$ cat src/rtl/fetch_stage.sv
`default_nettype none
// ============================================================================
// Module   : fetch_stage
// Purpose  : Instruction-fetch stage of the single-issue MIPS pipeline. Holds
//            the PC, presents a word address to the asynchronous-read imem,
//            and captures the returned word into the IF/ID pipeline register.
//            Honours redirect (highest priority), stall and flush requests.
// Ports    : clk            - pipeline clock, rising edge
//            rst_n          - asynchronous active-low reset
//            stall          - hold PC and IF/ID
//            flush          - replace IF/ID with a bubble
//            redirect_valid - taken branch/jump from EX
//            redirect_pc    - byte target of the redirect
//            imem_addr      - word address to imem (combinational from PC)
//            imem_rd        - instruction word from imem, same cycle
//            pc             - current fetch PC (byte address)
//            if_id_valid    - IF/ID holds a real instruction
//            if_id_instr    - fetched instruction, 0 (NOP) for a bubble
//            if_id_pc       - byte address of if_id_instr
//            if_id_pc_plus4 - if_id_pc + 4
//            perf_fetch_cnt - (FETCH_PERF_EN) valid IF/ID loads, saturating
//            perf_stall_cnt - (FETCH_PERF_EN) stalled cycles, saturating
// Options  : define FETCH_PERF_EN to add the two performance counters.
// Revision : 1.0 - initial release
// ============================================================================
module fetch_stage #(
    parameter logic [31:0] RESET_PC = 32'h0000_0000,
    parameter int          WIDTH    = 32
) (
    input  logic             clk,
    input  logic             rst_n,
    input  logic             stall,
    input  logic             flush,
    input  logic             redirect_valid,
    input  logic [WIDTH-1:0] redirect_pc,
    output logic [WIDTH-1:0] imem_addr,
    input  logic [WIDTH-1:0] imem_rd,
    output logic [WIDTH-1:0] pc,
`ifdef FETCH_PERF_EN
    output logic [31:0]      perf_fetch_cnt,
    output logic [31:0]      perf_stall_cnt,
`endif
    output logic             if_id_valid,
    output logic [WIDTH-1:0] if_id_instr,
    output logic [WIDTH-1:0] if_id_pc,
    output logic [WIDTH-1:0] if_id_pc_plus4
);

    localparam logic [WIDTH-1:0] c_ZERO      = '0;
    localparam logic [WIDTH-1:0] c_FOUR      = WIDTH'(4);
    localparam logic [WIDTH-1:0] c_WORD_MASK = ~(WIDTH'(3));

    logic [WIDTH-1:0] r_pc;
    logic             r_if_id_valid;
    logic [WIDTH-1:0] r_if_id_instr;
    logic [WIDTH-1:0] r_if_id_pc;
    logic [WIDTH-1:0] r_if_id_pc_plus4;

    logic [WIDTH-1:0] w_pc_plus4;
    logic [WIDTH-1:0] w_redirect_target;
    logic             w_load_valid;
    logic             w_stall_cycle;

    // Adder wraps naturally modulo 2^WIDTH.
    assign w_pc_plus4        = r_pc + c_FOUR;
    // Redirect targets are forced word-aligned; the low two bits are dropped.
    assign w_redirect_target = redirect_pc & c_WORD_MASK;
    // An IF/ID load with a real instruction happens only on a free-running,
    // unflushed cycle.
    assign w_load_valid      = !redirect_valid && !stall && !flush;
    assign w_stall_cycle     = stall && !redirect_valid;

    assign imem_addr = {2'b00, r_pc[WIDTH-1:2]};

    always_ff @(posedge clk or negedge rst_n) begin
        if (!rst_n) begin
            r_pc             <= RESET_PC;
            r_if_id_valid    <= 1'b0;
            r_if_id_instr    <= c_ZERO;
            r_if_id_pc       <= c_ZERO;
            r_if_id_pc_plus4 <= c_ZERO;
        end else if (redirect_valid) begin
            // Redirect overrides stall and flush and always bubbles IF/ID.
            r_pc             <= w_redirect_target;
            r_if_id_valid    <= 1'b0;
            r_if_id_instr    <= c_ZERO;
            r_if_id_pc       <= c_ZERO;
            r_if_id_pc_plus4 <= c_ZERO;
        end else if (stall) begin
            // PC holds so the same instruction is refetched on release.
            if (flush) begin
                r_if_id_valid    <= 1'b0;
                r_if_id_instr    <= c_ZERO;
                r_if_id_pc       <= c_ZERO;
                r_if_id_pc_plus4 <= c_ZERO;
            end
        end else begin
            r_pc <= w_pc_plus4;
            if (flush) begin
                r_if_id_valid    <= 1'b0;
                r_if_id_instr    <= c_ZERO;
                r_if_id_pc       <= c_ZERO;
                r_if_id_pc_plus4 <= c_ZERO;
            end else begin
                r_if_id_valid    <= 1'b1;
                r_if_id_instr    <= imem_rd;
                r_if_id_pc       <= r_pc;
                r_if_id_pc_plus4 <= w_pc_plus4;
            end
        end
    end

    assign pc             = r_pc;
    assign if_id_valid    = r_if_id_valid;
    assign if_id_instr    = r_if_id_instr;
    assign if_id_pc       = r_if_id_pc;
    assign if_id_pc_plus4 = r_if_id_pc_plus4;

`ifdef FETCH_PERF_EN
    localparam logic [31:0] c_CNT_MAX = 32'hFFFF_FFFF;

    logic [31:0] r_perf_fetch_cnt;
    logic [31:0] r_perf_stall_cnt;

    // Both counters stick at all-ones rather than wrapping.
    always_ff @(posedge clk or negedge rst_n) begin
        if (!rst_n) begin
            r_perf_fetch_cnt <= 32'h0;
            r_perf_stall_cnt <= 32'h0;
        end else begin
            if (w_load_valid && (r_perf_fetch_cnt != c_CNT_MAX)) begin
                r_perf_fetch_cnt <= r_perf_fetch_cnt + 32'h1;
            end
            if (w_stall_cycle && (r_perf_stall_cnt != c_CNT_MAX)) begin
                r_perf_stall_cnt <= r_perf_stall_cnt + 32'h1;
            end
        end
    end

    assign perf_fetch_cnt = r_perf_fetch_cnt;
    assign perf_stall_cnt = r_perf_stall_cnt;
`else
    // Counter enables only feed the optional counters; fold them into a
    // sink so the default build carries no dangling logic.
    logic w_perf_unused;
    assign w_perf_unused = w_load_valid ^ w_stall_cycle;
`endif

endmodule
`default_nettype wire

$ cat config.mk
export PLATFORM = sky130hd
export DESIGN_NAME = fetch_stage
export DESIGN_NICKNAME = d
export VERILOG_FILES = /design/src/rtl/fetch_stage.sv
export SDC_FILE = /design/constraint.sdc
export NUM_CORES = 1
export LEC_CHECK = 0
export ABC_AREA = 1
export CAP_MARGIN = 10
export CORE_UTILIZATION = 34
export DETAILED_ROUTE_END_ITERATION = 7
export PLACE_DENSITY = 0.68
export SKIP_CTS_REPAIR_TIMING = 1
export SLEW_MARGIN = 20
export SYNTH_ARGS = -nofsm -noshare
export SYNTH_HDL_FRONTEND = slang
export SYNTH_SLANG_ARGS = --single-unit
$ cat constraint.sdc
create_clock -name clk -period 1.4 [get_ports clk]
set_input_delay 0.28 -clock clk [delete_from_list [all_inputs] [get_ports clk]]
set_output_delay 0.28 -clock clk [all_outputs]
set_load 0.01 [all_outputs]
==> flow_summary.json <==
{
  "final_common_cell": "sky130_fd_sc_hd__nand2_1",
  "grt_first_pass_wirelength_mm": 29.4,
  "preCtsSetupSlack_ns": -0.470,
  "final_min_period_ns": 1.65,
  "place_hpwl_mm": 13.8,
  "number_of_global_route_vias_before_repair": 5380,
  "path_clk_slew_ns": 0.06,
  "cts-root-to-sink-buffers": 2,
  "totalNegativeSetupSlack_ns": -5.38,
  "floorplan.io_pins": 230,
  "routedWlPerCell_um": 16.6,
  "gr-usage-all-layers_pct": 21.7,
  "final_design_area_no_fill_um2": 10200,
  "postRouteWirelength_mm": 20.1,
  "diodes": 0,
  "final_max_slew_viol_count": 0,
  "power.total_mw": 10.4,
  "number_of_failing_setup_endpoints_in_the_final_timing_report": 48,
  "syn_to_final_growth_pct": 72.9,
  "total_global_routing_overflow": 0,
  "rsz0062_at_grt": "true",
  "ys_async_sr_fraction_pct": 100,
  "globalplace.congestion": 0.891,
  "io_buffer_count": 223,
  "timing.critical_path.fanout_max": 5,
  "worst_ep_required_time_ns": 1.71,
  "cts.sink_count": 124,
  "finalWorstSetupSlack_ns": -0.251,
  "irDropWorstVdd_v": 0.000800,
  "synthesis.yosys.warnings": 0,
  "cp-end-kind": "flip-flop",
  "synth_area_per_cell_um2": 8.76,
  "tritoncts": "built",
  "skew_ns": 0.00820,
  "placement_rows": 47,
  "class_of_the_tightest_hold_or_removal_check": "primary input to asynchronous set/reset pin",
  "synthesized_flop_and_latch_total": 124,
  "most-common-layout-cells": "sky130_fd_sc_hd__nand2_1 (208), sky130_fd_sc_hd__dfrtp_1 (114), sky130_fd_sc_hd__dlymetal6s2s_1 (111), sky130_fd_sc_hd__buf_4 (90), sky130_fd_sc_hd__clkdlybuf4s50_1 (63)",
  "start_util_pct": 35.2,
  "critPathKind": "flip-flop to flip-flop",
  "startpoint_type": "flip-flop",
  "fillerInstances": 1381,
  "chipHeight_um": 134,
  "fin_hold_ws_ns": 0.311,
  "layout.nets": 1048,
  "pin_count_of_the_biggest_net_entering_global_routing": 47,
  "drive_gt1_share_pct": 30.8,
  "placement.cell_area_um2": 8700,
  "finalHoldViolCount": 0,
  "instances_no_fill": 1210,
  "via_per_inst": 4.72,
  "finish.utilization_pct": 60.9,
  "worstSkewPairLatency_ns": 0.42,
  "drcViolationCount": 0,
  "power.density_nw_per_um2": 1020,
  "critical_path_arrival_ns": 1.96,
  "ys_dominant_reg_cell": "sky130_fd_sc_hd__dfrtp_1",
  "die_x_um": 134,
  "cts.htree.levels": 4,
  "fp.coreArea_um2": 16800,
  "synth.yosys.seq_area_share_pct": 52.6,
  "dr.first_iter.drc_count": 466,
  "antenna_found_initial": 0,
  "detailroute.via_count": 5712,
  "area.sequential_um2": 3120,
  "violations": "setup timing",
  "clock_tree.root_cell": "sky130_fd_sc_hd__clkbuf_16",
  "number_of_distinct_standard_cells_referenced_by_the_synthesized_netlist": 32,
  "synth_edf_count": 0,
  "route.antenna.remaining_nets": 0,
  "run_status": "finished, violations left",
  "static-leakage-power_nw": 6.50,
  "multi_input_comb_area_um2": 2530,
  "floorplan.die_area_um2": 17900,
  "cts_made_buffers": 17,
  "drt_pass1_iterations": 5,
  "synthesized_area_um2": 5900,
  "place_inst": 1135,
  "synthCells": 674,
  "max_cap_violations": 0,
  "fmax_ghz": 0.606,
  "final.period_utilization_pct": 118
}
-- Yosys cell counts (2+ instances only) --
| cell | count | share of area, % |
|---|---|---|
| sky130_fd_sc_hd__nand4_1 | 4 | 0.42 |
| sky130_fd_sc_hd__inv_1 | 49 | 3.1 |
| sky130_fd_sc_hd__dfrtp_1 | 124 | 53 |
| sky130_fd_sc_hd__nand2_2 | 2 | 0.21 |
| sky130_fd_sc_hd__o221ai_1 | 6 | 0.89 |
| sky130_fd_sc_hd__clkbuf_1 | 8 | 0.51 |
| sky130_fd_sc_hd__nor2_2 | 5 | 0.53 |
| sky130_fd_sc_hd__a22o_1 | 32 | 4.7 |
| sky130_fd_sc_hd__buf_2 | 11 | 0.93 |
| sky130_fd_sc_hd__nor3_2 | 3 | 0.51 |
| sky130_fd_sc_hd__xor2_1 | 15 | 2.2 |
| sky130_fd_sc_hd__buf_4 | 46 | 5.8 |
| sky130_fd_sc_hd__o21bai_1 | 3 | 0.38 |
| sky130_fd_sc_hd__nor2_4 | 5 | 0.95 |
| sky130_fd_sc_hd__o21ai_1 | 25 | 2.1 |
| sky130_fd_sc_hd__nor2_1 | 30 | 1.9 |
| sky130_fd_sc_hd__nand2_1 | 236 | 15 |
| sky130_fd_sc_hd__o21ai_0 | 31 | 2.6 |
| sky130_fd_sc_hd__o211ai_1 | 4 | 0.51 |
| sky130_fd_sc_hd__inv_2 | 5 | 0.32 |
| sky130_fd_sc_hd__nand3_1 | 19 | 1.6 |
-- registers in the layout, indices dropped and copies added, names as in the netlist --
| signal | flops |
|---|---|
| if_id_instr | 32 |
| if_id_pc | 31 |
| if_id_pc_plus4 | 30 |
| pc | 30 |
| if_id_valid | 1 |
-- kinds of logic after synthesis --
family	Yosys count	share of synthesized area [%]
adders and majority gates	1	0.212
other	1	0.0635
xor gates and xnor gates	17	2.65
and+or+nand+nor	310	22.4
buffers and inverters	119	10.7
DFF	124	52.6
AOI/OAI and AO/OA	102	11.4
-- routing by layer --
layer / up-vias / wire length [um] / GRT usage [%]
li1: 2721 / - / -
met4: 0 / 393 / 6.19
met3: 33 / 1420 / 5.10
met1: 2719 / 8820 / 29.7
met2: 239 / 9440 / 34.1
met5: - / 0 / 0
-- critical path, cell delays in order (launching register included) --
cell and delay (ns):
sky130_fd_sc_hd__dfrtp_1 0.37, sky130_fd_sc_hd__buf_6 0.12, sky130_fd_sc_hd__buf_6 0.09, sky130_fd_sc_hd__nand3_4 0.10
sky130_fd_sc_hd__nor2_4 0.18, sky130_fd_sc_hd__nand2_4 0.12, sky130_fd_sc_hd__nor2_4 0.20, sky130_fd_sc_hd__nand3_2 0.11
sky130_fd_sc_hd__nand2_2 0.09, sky130_fd_sc_hd__nand2_2 0.06, sky130_fd_sc_hd__nand2_1 0.05, sky130_fd_sc_hd__nand2_1 0.05
-- path summary, 6_finish.rpt --
kind	depth (start not counted)	from	slack [ns]	to
hold / removal	2	rst_n	0.31	if_id_instr[6]
max in group asynchronous	3	rst_n	0.52	pc[10]
setup / recovery	11	pc[5]	-0.25	pc[24]
min in group clk	3	redirect_pc[17]	0.43	pc[17]
setup reg to reg	11	pc[5]	-0.25	pc[24]
hold reg to reg	2	if_id_valid	0.47	if_id_valid
-- power breakdown --
part	internal (mW)	leakage, nW	switching, mW
combinational	1.10	4.57	1.08
sequential	3.78	1.64	0.143
clock	2.78	0.292	1.56
total	7.65	6.50	2.78
-- cell type report --
cell class              count  area share (%)
multi-input cells         434            24.8
clock inverters             8           0.883
flip-flops and latches    124            30.5
repair buffers            347            34.3
well taps                 220            2.70
inverters                  54            2.03
clock buffers              23            4.78
Note: power is estimated with default switching activity, not from simulation.
